--- src/rtl/recv_control.sv ---
// Receive-side segment tracker: locks onto a transmitter, follows in-order segment
// numbers and keeps saturating good/lost/duplicate/bad counters.
module recv_control #(
  parameter int TIMEOUT_CYCLES = 1250000
) (
  input  logic        clk125MHz,
  input  logic        RST,
  input  logic [7:0]  switches,
  input  logic        rx_valid,
  input  logic        crc_ok,
  input  logic [15:0] segment_num,
  input  logic [7:0]  txid,
  input  logic [7:0]  aux,
  output logic        synced,
  output logic [15:0] expected_seg,
  output logic [7:0]  locked_txid,
  output logic [15:0] good_cnt,
  output logic [15:0] lost_cnt,
  output logic [15:0] dup_cnt,
  output logic [15:0] bad_cnt,
  output logic        cycle_done,
  output logic        sync_lost
);

  localparam int CW = (TIMEOUT_CYCLES < 2) ? 1 : $clog2(TIMEOUT_CYCLES + 1);
  localparam logic [CW-1:0] IDLE_LAST = CW'(TIMEOUT_CYCLES - 1);

  typedef enum logic {
    IDLE,
    TRACK
  } state_t;

  state_t r_state, w_stateNext;

  logic [15:0]   r_maxSeg, w_maxSegNext;
  logic [7:0]    r_lockedTxid, w_lockedTxidNext;
  logic [15:0]   r_prevSeg, w_prevSegNext;
  logic [15:0]   r_expSeg, w_expSegNext;
  logic [15:0]   r_good, w_goodNext;
  logic [15:0]   r_lost, w_lostNext;
  logic [15:0]   r_dup, w_dupNext;
  logic [15:0]   r_bad, w_badNext;
  logic          r_cycleDone, w_cycleDoneNext;
  logic          r_syncLost, w_syncLostNext;
  logic [CW-1:0] r_idleCnt, w_idleCntNext;

  logic [15:0] w_maxSeg;
  logic        w_bad;
  logic        w_frameOk;
  logic        w_accept;
  logic [16:0] w_gap;
  logic        w_unusedAux;

  // aux is a redundancy-copy index carried for debug only.
  assign w_unusedAux = ^aux;

  function automatic logic [15:0] satInc(input logic [15:0] x);
    return (x == 16'hFFFF) ? x : x + 16'd1;
  endfunction

  function automatic logic [15:0] satAdd(input logic [15:0] x, input logic [16:0] d);
    logic [17:0] s;
    s = {2'b00, x} + {1'b0, d};
    return (s > 18'h0FFFF) ? 16'hFFFF : s[15:0];
  endfunction

  function automatic logic [15:0] segInc(input logic [15:0] x, input logic [15:0] maxSeg);
    return (x == maxSeg) ? 16'h0000 : x + 16'd1;
  endfunction

  // Range comes live from the switches until lock, then is frozen for the session.
  assign w_maxSeg = (r_state == TRACK) ? r_maxSeg : {switches, 8'hFF};

  assign w_bad = rx_valid & (~crc_ok | (segment_num > w_maxSeg) |
                             ((r_state == TRACK) & (txid != r_lockedTxid)));
  assign w_frameOk = rx_valid & ~w_bad;

  assign w_gap = (segment_num > r_expSeg) ?
                 ({1'b0, segment_num} - {1'b0, r_expSeg}) :
                 ({1'b0, segment_num} + {1'b0, r_maxSeg} + 17'd1 - {1'b0, r_expSeg});

  // Anything not in-order and not a repeat of the previous segment is a gap,
  // but still an accepted frame that resynchronises expected_seg.
  assign w_accept = w_frameOk & ((r_state == IDLE) | (segment_num == r_expSeg) |
                                 (segment_num != r_prevSeg));

  always_comb begin
    w_stateNext      = r_state;
    w_maxSegNext     = r_maxSeg;
    w_lockedTxidNext = r_lockedTxid;
    w_prevSegNext    = r_prevSeg;
    w_expSegNext     = r_expSeg;
    w_goodNext       = r_good;
    w_lostNext       = r_lost;
    w_dupNext        = r_dup;
    w_badNext        = r_bad;
    w_cycleDoneNext  = 1'b0;
    w_syncLostNext   = 1'b0;
    w_idleCntNext    = r_idleCnt;

    if (w_bad) begin
      w_badNext = satInc(r_bad);
    end

    if (w_frameOk) begin
      w_idleCntNext = '0;
      if (r_state == IDLE) begin
        w_stateNext      = TRACK;
        w_maxSegNext     = w_maxSeg;
        w_lockedTxidNext = txid;
      end else if ((segment_num != r_expSeg) && (segment_num == r_prevSeg)) begin
        w_dupNext = satInc(r_dup);
      end else if (segment_num != r_expSeg) begin
        w_lostNext = satAdd(r_lost, w_gap);
      end
    end

    if (w_accept) begin
      w_prevSegNext   = segment_num;
      w_expSegNext    = segInc(segment_num, w_maxSeg);
      w_goodNext      = satInc(r_good);
      w_cycleDoneNext = (segment_num == w_maxSeg);
    end

    // A valid frame in the final idle cycle wins over the timeout.
    if ((r_state == TRACK) && !w_frameOk) begin
      if (r_idleCnt == IDLE_LAST) begin
        w_stateNext    = IDLE;
        w_syncLostNext = 1'b1;
        w_idleCntNext  = '0;
      end else begin
        w_idleCntNext = r_idleCnt + 1'b1;
      end
    end
  end

  always_ff @(posedge clk125MHz) begin
    if (RST) begin
      r_state      <= IDLE;
      r_maxSeg     <= 16'h0000;
      r_lockedTxid <= 8'h00;
      r_prevSeg    <= 16'h0000;
      r_expSeg     <= 16'h0000;
      r_good       <= 16'h0000;
      r_lost       <= 16'h0000;
      r_dup        <= 16'h0000;
      r_bad        <= 16'h0000;
      r_cycleDone  <= 1'b0;
      r_syncLost   <= 1'b0;
      r_idleCnt    <= '0;
    end else begin
      r_state      <= w_stateNext;
      r_maxSeg     <= w_maxSegNext;
      r_lockedTxid <= w_lockedTxidNext;
      r_prevSeg    <= w_prevSegNext;
      r_expSeg     <= w_expSegNext;
      r_good       <= w_goodNext;
      r_lost       <= w_lostNext;
      r_dup        <= w_dupNext;
      r_bad        <= w_badNext;
      r_cycleDone  <= w_cycleDoneNext;
      r_syncLost   <= w_syncLostNext;
      r_idleCnt    <= w_idleCntNext;
    end
  end

  assign synced       = (r_state == TRACK);
  assign expected_seg = r_expSeg;
  assign locked_txid  = r_lockedTxid;
  assign good_cnt     = r_good;
  assign lost_cnt     = r_lost;
  assign dup_cnt      = r_dup;
  assign bad_cnt      = r_bad;
  assign cycle_done   = r_cycleDone;
  assign sync_lost    = r_syncLost;

endmodule

--- config.mk ---
export PLATFORM = sky130hd
export DESIGN_NAME = recv_control
export DESIGN_NICKNAME = d
export VERILOG_FILES = /design/src/rtl/recv_control.sv
export SDC_FILE = /design/constraint.sdc
export NUM_CORES = 1
export LEC_CHECK = 0
export BUFFER_PORTS_ARGS = -buffer_cell sky130_fd_sc_hd__clkbuf_2
export CORE_MARGIN = 1.5
export CORE_UTILIZATION = 55
export CTS_CLUSTER_SIZE = 14
export DETAILED_ROUTE_END_ITERATION = 10
export GPL_TIMING_DRIVEN = 0
export MAX_ROUTING_LAYER = met4
export PLACE_DENSITY = 0.86
export SYNTH_ARGS = -nofsm -noshare
export SYNTH_HDL_FRONTEND = slang
export SYNTH_SLANG_ARGS = --single-unit
--- constraint.sdc ---
create_clock -name clk125MHz -period 7.7 [get_ports clk125MHz]
set_input_delay 1.925 -clock clk125MHz [delete_from_list [all_inputs] [get_ports clk125MHz]]
set_output_delay 1.925 -clock clk125MHz [all_outputs]
set_load 0.02 [all_outputs]
==> impl_metrics.toml, run 1 <==
[outcome]
status = "complete, no violations"

[setup_path]
worstPathMaxFanout = 10
cp_data_required_time_ns = 7.98
critPathKind = "input port to flip-flop"
crit_arrival_ns = 7.30
start_kind = "input port"
end_kind = "flip-flop"

[placed_design]
portBuffers = 125
gp_congestion = 0.876
dpl.cell_count = 1563
dp_hpwl_um = 19400

[final_layout]
final_core_util_pct = 64.7
fin_cells = 1596
nets = 1492
drive_above_1_share_pct = 13.0
area_delta_synth_final_pct = 15.7

[clock_tree]
clock_path_buffers = 2
clk_latency_ns = 0.43
cts_tree = "done"
htreeDepth = 4
numCtsBuffers = 17
clkTransAtPathRegs_ns = 0.06
cts_resized = 0
cts_root_buffer = "clkbuf_16"
cts.sinks = 144
cts_hold_buf = 0
cts_setup_buffers = 0

[sta]
setup_viol = 0
report.final.hold_viol_count = 0
period_minus_slack_ns = 7.02
fin_setup_tns_ns = 0
rsz0062_at_grt = "no"
fin_hold_ws_ns = 0.467
clock-skew-final_ns = 0.00681
tightest_slew_ns = 1.03
period_share_pct = 91.1
relSlewSlack_pct = 30.4
slew_viol_final = 0
fmax_ghz = 0.143

[synth]
synthDistinctLibCells = 61
synthCells = 1213
synth_area_per_cell_um2 = 7.94
synth_top_area_cell = "dfxtp_1"
synthFlopType = "dfxtp_1"
synth_seq_cells = 144
synth-edff-count = 0
postSynth.asyncResetShare_pct = 0
syn_nets = 1348
post-synth-top-count-cell = "dfxtp_1"
synth_top_area_share_pct = 29.9
ys_warn_count = 0
yosysSeqAreaShare_pct = 29.9
synth_common_cells = "dfxtp_1 (144), nor2_1 (137), nand2_1 (136)"
synth_area_mm2 = 0.00964
synthTopCellsByArea = "dfxtp_1 (30%), ha_1 (9.5%), xor2_1 (6.1%)"

[global_routing]
grt_remaining_overflow = 0
grtUsageMet2_pct = 48.2
globalRouteMet3Util_pct = 5.31
grt_pass1_wl_um = 40800
grt-busiest-layer = "met2"
track_usage_pct = 28.8
grt_util_met1_pct = 33.8
antenna_found_initial = 1
grt_max_degree = 17
grt_pass1_vias = 8611

[pwr]
powerDensity_mw_per_mm2 = 198
switching_share_pct = 31.8
power.total_mw = 2.21
p_int_mw = 1.51
clock_power_share_pct = 39.0
max-vdd-ir-drop_mv = 0.155
p_seq_share_pct = 35.6
leakagePower_nw = 4.63
p_sw_uw = 702
combPwrFrac_pct = 25.4

[floorplanning]
ios = 135
placementRows = 48
core_mm2 = 0.0172
dieArea_mm2 = 0.0183
die_y_um = 135
start_util_pct = 55.9
die_x_um = 135

[min_path]
hold_path_class = "flip-flop to flip-flop"

[routing]
viasPerCell = 5.74
post-route-drc-count = 0
wl_per_cell_um = 16.0
firstDrtPassIters = 7
vias = 9166
drtIter0Drc = 650
routed_wl_um = 25500
ant_nets = 0

[flow_run]
maxCapViolations = 0
metal layers:
metal / part of all wire (%) / up-vias / wire, um
met3: 7.2 / 71 / 1840
met2: 48 / 319 / 12200
met1: 42 / 4302 / 10600
met5: 0 / - / 0
li1: - / 4474 / -
met4: 3.4 / 0 / 876
path summary, 6_finish.rpt:
kind | startpoint | to | slack, ns | depth (start not counted)
worst min-delay path | r_prevSeg[9] | r_prevSeg[9] | 0.47 | 2
worst max register to register | expected_seg[6] | lost_cnt[11] | 1.99 | 21
worst max-delay path | segment_num[1] | lost_cnt[11] | 0.68 | 22
worst min register to register | r_prevSeg[9] | r_prevSeg[9] | 0.47 | 2
cell type report:
type                    count  area (um2)
multi-input cells         949        6290
fillers                  1394        6090
flip-flops and latches    144        2880
repair buffers            125         626
clock buffers              18         439
inverters                  77         289
well taps                 225         282
plain buffers              43         175
clock inverters            14         165
diodes                      1        2.50
state kept, by name (all words and copies together), names as in the netlist:
| signal | count |
|---|---|
| r_maxSeg | 16 |
| lost_cnt | 16 |
| locked_txid | 8 |
| good_cnt | 16 |
| cycle_done | 1 |
| r_prevSeg | 16 |
| sync_lost | 1 |
| dup_cnt | 16 |
| expected_seg | 16 |
| r_idleCnt | 21 |
| synced | 1 |
| bad_cnt | 16 |
metrics by stage:
step	worst slack (ns)	area, um2
floorplan	1.40	9640
global placement	0.393	10500
detailed placement	0.268	10500
CTS	0.712	11100
global route	0.303	11100
finish	0.685	11100
worst max-delay path, stage by stage:
cell	delay, ns
clkbuf_2	0.20
inv_1	0.11
ha_1	0.32
nor2b_1	0.18
o31a_1	0.13
o21ai_0	0.12
a211o_1	0.37
o22ai_1	0.32
clkbuf_1	0.46
clkbuf_1	0.40
a21oi_1	0.20
ha_1	0.31
a21oi_1	0.18
o211ai_1	0.14
o21ai_0	0.39
a211oi_1	0.17
nor3_1	0.30
o21ai_0	0.17
a311o_1	0.33
mux2i_4	0.30
buf_6	0.19
a211oi_1	0.07
cell usage in the layout, fill, tap and decap left out, drive strengths merged, types with 12 or more instances in the layout:
cell type	Yosys	layout
a21o	14	14
o21a	12	12
o21ai	51	51
mux2i	13	13
inv	77	78
dfxtp	144	144
xor2	67	67
a211oi	18	18
nor3	39	39
xnor2	57	57
ha	73	73
nand4	21	21
nor2b	19	19
nand2	136	136
clkbuf	36	179
nor2	137	137
nand3	43	43
a21oi	102	102
fa	18	18
nand2b	14	14
and3	22	22
power groups by stage:
stage          combinational, mW  clock, mW  sequential, mW
3_3_place_gp               0.527          0           0.801
2_1_floorplan              0.406          0           0.809
5_1_grt                    0.622      0.896           0.788
6_report                   0.561      0.863           0.786
4_1_cts                    0.553      0.861           0.785
3_5_place_dp               0.548          0           0.802
cell families (layout without fill, tap and decap cells):
logic type | count (synthesis) | in the layout | share of synthesized area [%]
AO/OA/AOI/OAI | 243 | 243 | 15.6
AND/OR/NAND/NOR | 476 | 476 | 23.4
XOR/XNOR | 124 | 124 | 11.3
flip-flops | 144 | 144 | 29.9
buffers and inverters | 120 | 277 | 4.82
multiplexers | 15 | 15 | 1.71
adder cells (fa/ha/maj) | 91 | 91 | 13.2
other | 0 | 1 | 0
Power figures use the tool's default switching activity.
==> run 2, diff against run 1 <==
--- a/config.mk
+++ b/config.mk
@@ -10,7 +10,6 @@
 export CORE_UTILIZATION = 55
 export CTS_CLUSTER_SIZE = 14
 export DETAILED_ROUTE_END_ITERATION = 10
-export GPL_TIMING_DRIVEN = 0
 export MAX_ROUTING_LAYER = met4
 export PLACE_DENSITY = 0.86
 export SYNTH_ARGS = -nofsm -noshare
==> impl_metrics.toml, run 2 (synthesis gave the netlist of run 1 again) <==
[outcome]
status = "complete, no violations"

[setup_path]
startpoint = "segment_num[4]"
r2r_start = "expected_seg[2]"
crit_arrival_ns = 6.83
start_kind = "input port"
end_kind = "flip-flop"
critPathKind = "input port to flip-flop"
worstPathMaxFanout = 16
cp_data_required_time_ns = 7.94

[floorplanning]
start_util_pct = 55.9
ios = 135
core_mm2 = 0.0172
dieArea_mm2 = 0.0183
die_y_um = 135
placementRows = 48
die_x_um = 135

[sta]
fin_hold_ws_ns = 0.464
relSlewSlack_pct = 25.6
report.final.hold_viol_count = 0
setup_viol = 0
clock-skew-final_ns = 0.0102
fin_ws_ns = 1.12
fmax_ghz = 0.152
rsz0062_at_grt = "no"
period_share_pct = 85.5
slew_viol_final = 0
tightest_slew_ns = 1.11
period_minus_slack_ns = 6.58
fin_setup_tns_ns = 0

[routing]
ant_nets = 0
post-route-drc-count = 0
wl_per_cell_um = 14.8
firstDrtPassIters = 5
vias = 8752
viasPerCell = 5.61
drtIter0Drc = 485
routed_wl_um = 23000

[final_layout]
final_core_util_pct = 63.9
largest_reg_flops = 21
fin_cells = 1560
num_antenna_cells = 0
final_common_cell = "dfxtp_1"
mostFrequentLayoutCells = "dfxtp_1 (144), nor2_1 (137), nand2_1 (136), clkbuf_2 (125), a21oi_1 (101)"
drive_above_1_share_pct = 13.5
final_cell_area_mm2 = 0.0110
largest-register = "r_idleCnt"
nets = 1457
area_delta_synth_final_pct = 14.2

[pwr]
powerDensity_mw_per_mm2 = 191
power.total_mw = 2.10
leakagePower_nw = 4.57
max-vdd-ir-drop_mv = 0.155

[global_routing]
antenna_found_initial = 0
track_usage_pct = 26.4
grt_pass1_vias = 8201
grt_max_degree = 85
grt_remaining_overflow = 0
grt_pass1_wl_um = 38300

[clock_tree]
clk_latency_ns = 0.42
clock_path_buffers = 2
htreeDepth = 4
cts.sinks = 144
cts_resized = 0
clkTransAtPathRegs_ns = 0.06
cts_root_buffer = "clkbuf_16"
cts_setup_buffers = 0
cts_tree = "done"
numCtsBuffers = 17
cts_hold_buf = 0

[placed_design]
pre_cts_slack_ns = 0.764
place_area_mm2 = 0.0105
dp_hpwl_um = 17400
gp_congestion = 0.913
dpl.cell_count = 1528
portBuffers = 126

[min_path]
hp-start = "r_prevSeg[15]"
hold_path_class = "flip-flop to flip-flop"

[flow_run]
maxCapViolations = 0
==> run 2: cell types whose count changed in the layout (fill, tap and decap cells not counted), sizes merged <==
cell and change:
buf +1, bufinv -3, clkbuf -30, clkinv -5, clkinvlp +2, diode -1
==> run 2: layer usage <==
layer / wire length [um] / vias up / track usage, %
met1: 10300 / 4072 / 32.9
met5: 0 / - / -
li1: - / 4401 / -
met4: 505 / 0 / 8.42
met3: 1340 / 35 / 5.35
met2: 10900 / 244 / 43.0
==> run 2: final cells by class <==
cell class | instances | area, um2
inverter | 77 | 289
clock inverter | 8 | 53.8
fill | 1417 | 6230
sequential | 144 | 2880
multi-input combinational | 949 | 6310
timing repair buffer | 133 | 686
clock buffer | 24 | 502
tap | 225 | 282
==> run 2: worst paths after layout <==
check,end,slack (ns),depth (start not counted)
setup / recovery,lost_cnt[14],1.12,22
hold reg to reg,r_prevSeg[15],0.46,2
setup reg to reg,lost_cnt[14],2.59,18
hold / removal,r_prevSeg[15],0.46,2
==> run 2: report_power, final <==
group	switching, mW	leakage (nW)	internal, mW	total [mW]
Clock	0.319	0.265	0.454	0.773
Combinational	0.318	3.14	0.224	0.542
Sequential	0.0209	1.16	0.766	0.786
==> run 2: worst max-delay path: stages <==
cell and delay [ns]:
clkbuf_2 0.18, inv_1 0.13, fa_1 0.56, inv_1 0.05
ha_1 0.34, a21o_1 0.17, a21oi_1 0.24, a21oi_1 0.14
or2_2 0.33, o21ai_0 0.16, nand2b_1 0.08, xor2_1 0.14
mux2_2 0.26, ha_1 0.36, a21o_1 0.21, a21oi_1 0.12
a21boi_0 0.09, nor3_1 0.28, o21ai_0 0.16, a311o_1 0.33
mux2i_4 0.41, a221oi_1 0.14
==> run 3, diff against run 2 <==
--- a/config.mk
+++ b/config.mk
@@ -7,11 +7,13 @@
 export LEC_CHECK = 0
 export BUFFER_PORTS_ARGS = -buffer_cell sky130_fd_sc_hd__clkbuf_2
 export CORE_MARGIN = 1.5
-export CORE_UTILIZATION = 55
+export CORE_UTILIZATION = 59
 export CTS_CLUSTER_SIZE = 14
 export DETAILED_ROUTE_END_ITERATION = 10
 export MAX_ROUTING_LAYER = met4
-export PLACE_DENSITY = 0.86
+export PLACE_DENSITY = 0.91
+export REMOVE_ABC_BUFFERS = 1
+export SETUP_SLACK_MARGIN = 0.15
 export SYNTH_ARGS = -nofsm -noshare
 export SYNTH_HDL_FRONTEND = slang
 export SYNTH_SLANG_ARGS = --single-unit
==> impl_metrics.toml, run 3 (synthesis gave the netlist of run 1 again) <==
[outcome]
status = "complete, no violations"

[routing]
vias = 9032
drtIter0Drc = 652
firstDrtPassIters = 5
wl_per_cell_um = 15.7
routed_wl_um = 24300
ant_nets = 0
viasPerCell = 5.82
post-route-drc-count = 0

[floorplanning]
placementRows = 46
die_y_um = 131
ios = 135
dieArea_mm2 = 0.0171
core_mm2 = 0.0159
start_util_pct = 60.4
die_x_um = 131

[final_layout]
nets = 1458
mostFrequentLayoutCells = "dfxtp_1 (144), nor2_1 (137), nand2_1 (136), clkbuf_2 (125), a21oi_1 (101)"
drive_above_1_share_pct = 13.6
num_antenna_cells = 0
area_delta_synth_final_pct = 14.6
final_common_cell = "dfxtp_1"
largest_reg_flops = 21
largest-register = "r_idleCnt"

[setup_path]
r2r_start = "expected_seg[6]"
start_kind = "input port"
reg2reg_depth = 18
cp_data_required_time_ns = 7.97
crit_arrival_ns = 6.89
r2r-end = "lost_cnt[10]"
worstPathMaxFanout = 16
end_kind = "flip-flop"
critPathKind = "input port to flip-flop"
ff2ff_setup_slack_ns = 2.46

[min_path]
hold_path_class = "flip-flop to flip-flop"
holdPathStages = 2
hold_path_end = "r_prevSeg[13]"
hp-start = "r_prevSeg[13]"

[global_routing]
grt_remaining_overflow = 0
grt_pass1_vias = 8601
grt_max_degree = 70
antenna_found_initial = 0
grt_pass1_wl_um = 39400
track_usage_pct = 29.8

[pwr]
powerDensity_mw_per_mm2 = 197
leakagePower_nw = 4.60
switching_share_pct = 31.5
p_seq_share_pct = 36.1
power.total_mw = 2.18
p_sw_uw = 687
p_int_mw = 1.49
combPwrFrac_pct = 25.2
max-vdd-ir-drop_mv = 0.169
clock_power_share_pct = 38.7

[flow_run]
maxCapViolations = 0

[sta]
fin_hold_ws_ns = 0.465
period_share_pct = 85.9
rsz0062_at_grt = "no"
slew_viol_final = 0
setup_viol = 0
clock-skew-final_ns = 0.0134
tightest_slew_ns = 1.06
period_minus_slack_ns = 6.61
fin_setup_tns_ns = 0
fmax_ghz = 0.151
relSlewSlack_pct = 29.1
report.final.hold_viol_count = 0

[clock_tree]
numCtsBuffers = 17
cts_setup_buffers = 0
cts_resized = 0
cts_root_buffer = "clkbuf_16"
clk_latency_ns = 0.43
clock_path_buffers = 2
cts_hold_buf = 0
clkTransAtPathRegs_ns = 0.06
cts_tree = "done"
cts.sinks = 144
htreeDepth = 4

[placed_design]
portBuffers = 126
dp_hpwl_um = 17800
gp_congestion = 0.925
-- run 3: cell count changes in the layout (fill, tap and decap cells not counted) --
| cell | before | now |
|---|---|---|
| buf_4 | 8 | 9 |
| clkinvlp_4 | 4 | 2 |
| clkinv_4 | 0 | 3 |
| clkinv_2 | 3 | 2 |
| inv_6 | 1 | 2 |
| clkbuf_8 | 5 | 3 |
| bufinv_16 | 0 | 2 |
| clkbuf_1 | 2 | 1 |
-- run 3: worst max-delay path by stage --
stage               depth (start not counted)            to  slack, ns      startpoint
CTS                                        20  lost_cnt[10]       1.13  segment_num[4]
floorplan                                  18  lost_cnt[14]       1.04  segment_num[1]
global placement                           20  lost_cnt[14]       0.84  segment_num[4]
detailed placement                         20  lost_cnt[12]       0.71  segment_num[4]
global route                               21   lost_cnt[0]       0.78  segment_num[4]
finish                                     20  lost_cnt[10]       1.09  segment_num[4]
-- run 3: per-stage QoR --
step	setup slack [ns]	area (um2)	util, %	cells
after global placement	0.845	10400	65.5	1520
after detailed placement	0.709	10400	65.5	1520
after global routing	0.779	11000	69.3	1552
after CTS	1.13	11000	69.3	1552
after floorplan	1.04	9460	-	1170
final	1.09	11000	69.3	1552
-- run 3: layout make-up --
| class | count | area (um2) |
|---|---|---|
| Clock buffer | 21 | 470 |
| Clock inverter | 11 | 129 |
| Fill cell | 1233 | 4900 |
| Inverter | 77 | 289 |
| Multi-Input combinational cell | 949 | 6310 |
| Sequential cell | 144 | 2880 |
| Tap cell | 216 | 270 |
| Timing Repair Buffer | 134 | 693 |
-- run 3: critical path, stage by stage --
cell and delay (ns):
clkbuf_2 0.18, inv_1 0.13, fa_1 0.54, inv_1 0.05, ha_1 0.35, a21o_1 0.18
a21oi_1 0.24, nor2b_1 0.09, a311oi_1 0.42, a21oi_1 0.22, a311o_1 0.37, a31oi_1 0.21
xnor2_1 0.14, mux2i_1 0.09, ha_1 0.33, nand2_1 0.06, or4_1 0.40, a311o_1 0.37
mux2i_4 0.42, a211oi_1 0.15
-- run 3: per-layer routing --
| layer | share of wire, % | GRT usage [%] | routed length, um |
|---|---|---|---|
| met1 | 43 | 35.3 | 10400 |
| met2 | 48 | 50.4 | 11800 |
| met3 | 5.4 | 4.40 | 1310 |
| met4 | 3.5 | 13.0 | 860 |
| met5 | 0 | - | 0 |
-- run 3: power by group through the flow --
stage	Combinational, mW	Sequential [mW]	Clock [mW]
3_5_place_dp	0.537	0.803	0
6_report	0.550	0.787	0.844
3_3_place_gp	0.516	0.802	0
2_1_floorplan	0.390	0.812	0
4_1_cts	0.544	0.787	0.849
5_1_grt	0.614	0.789	0.880
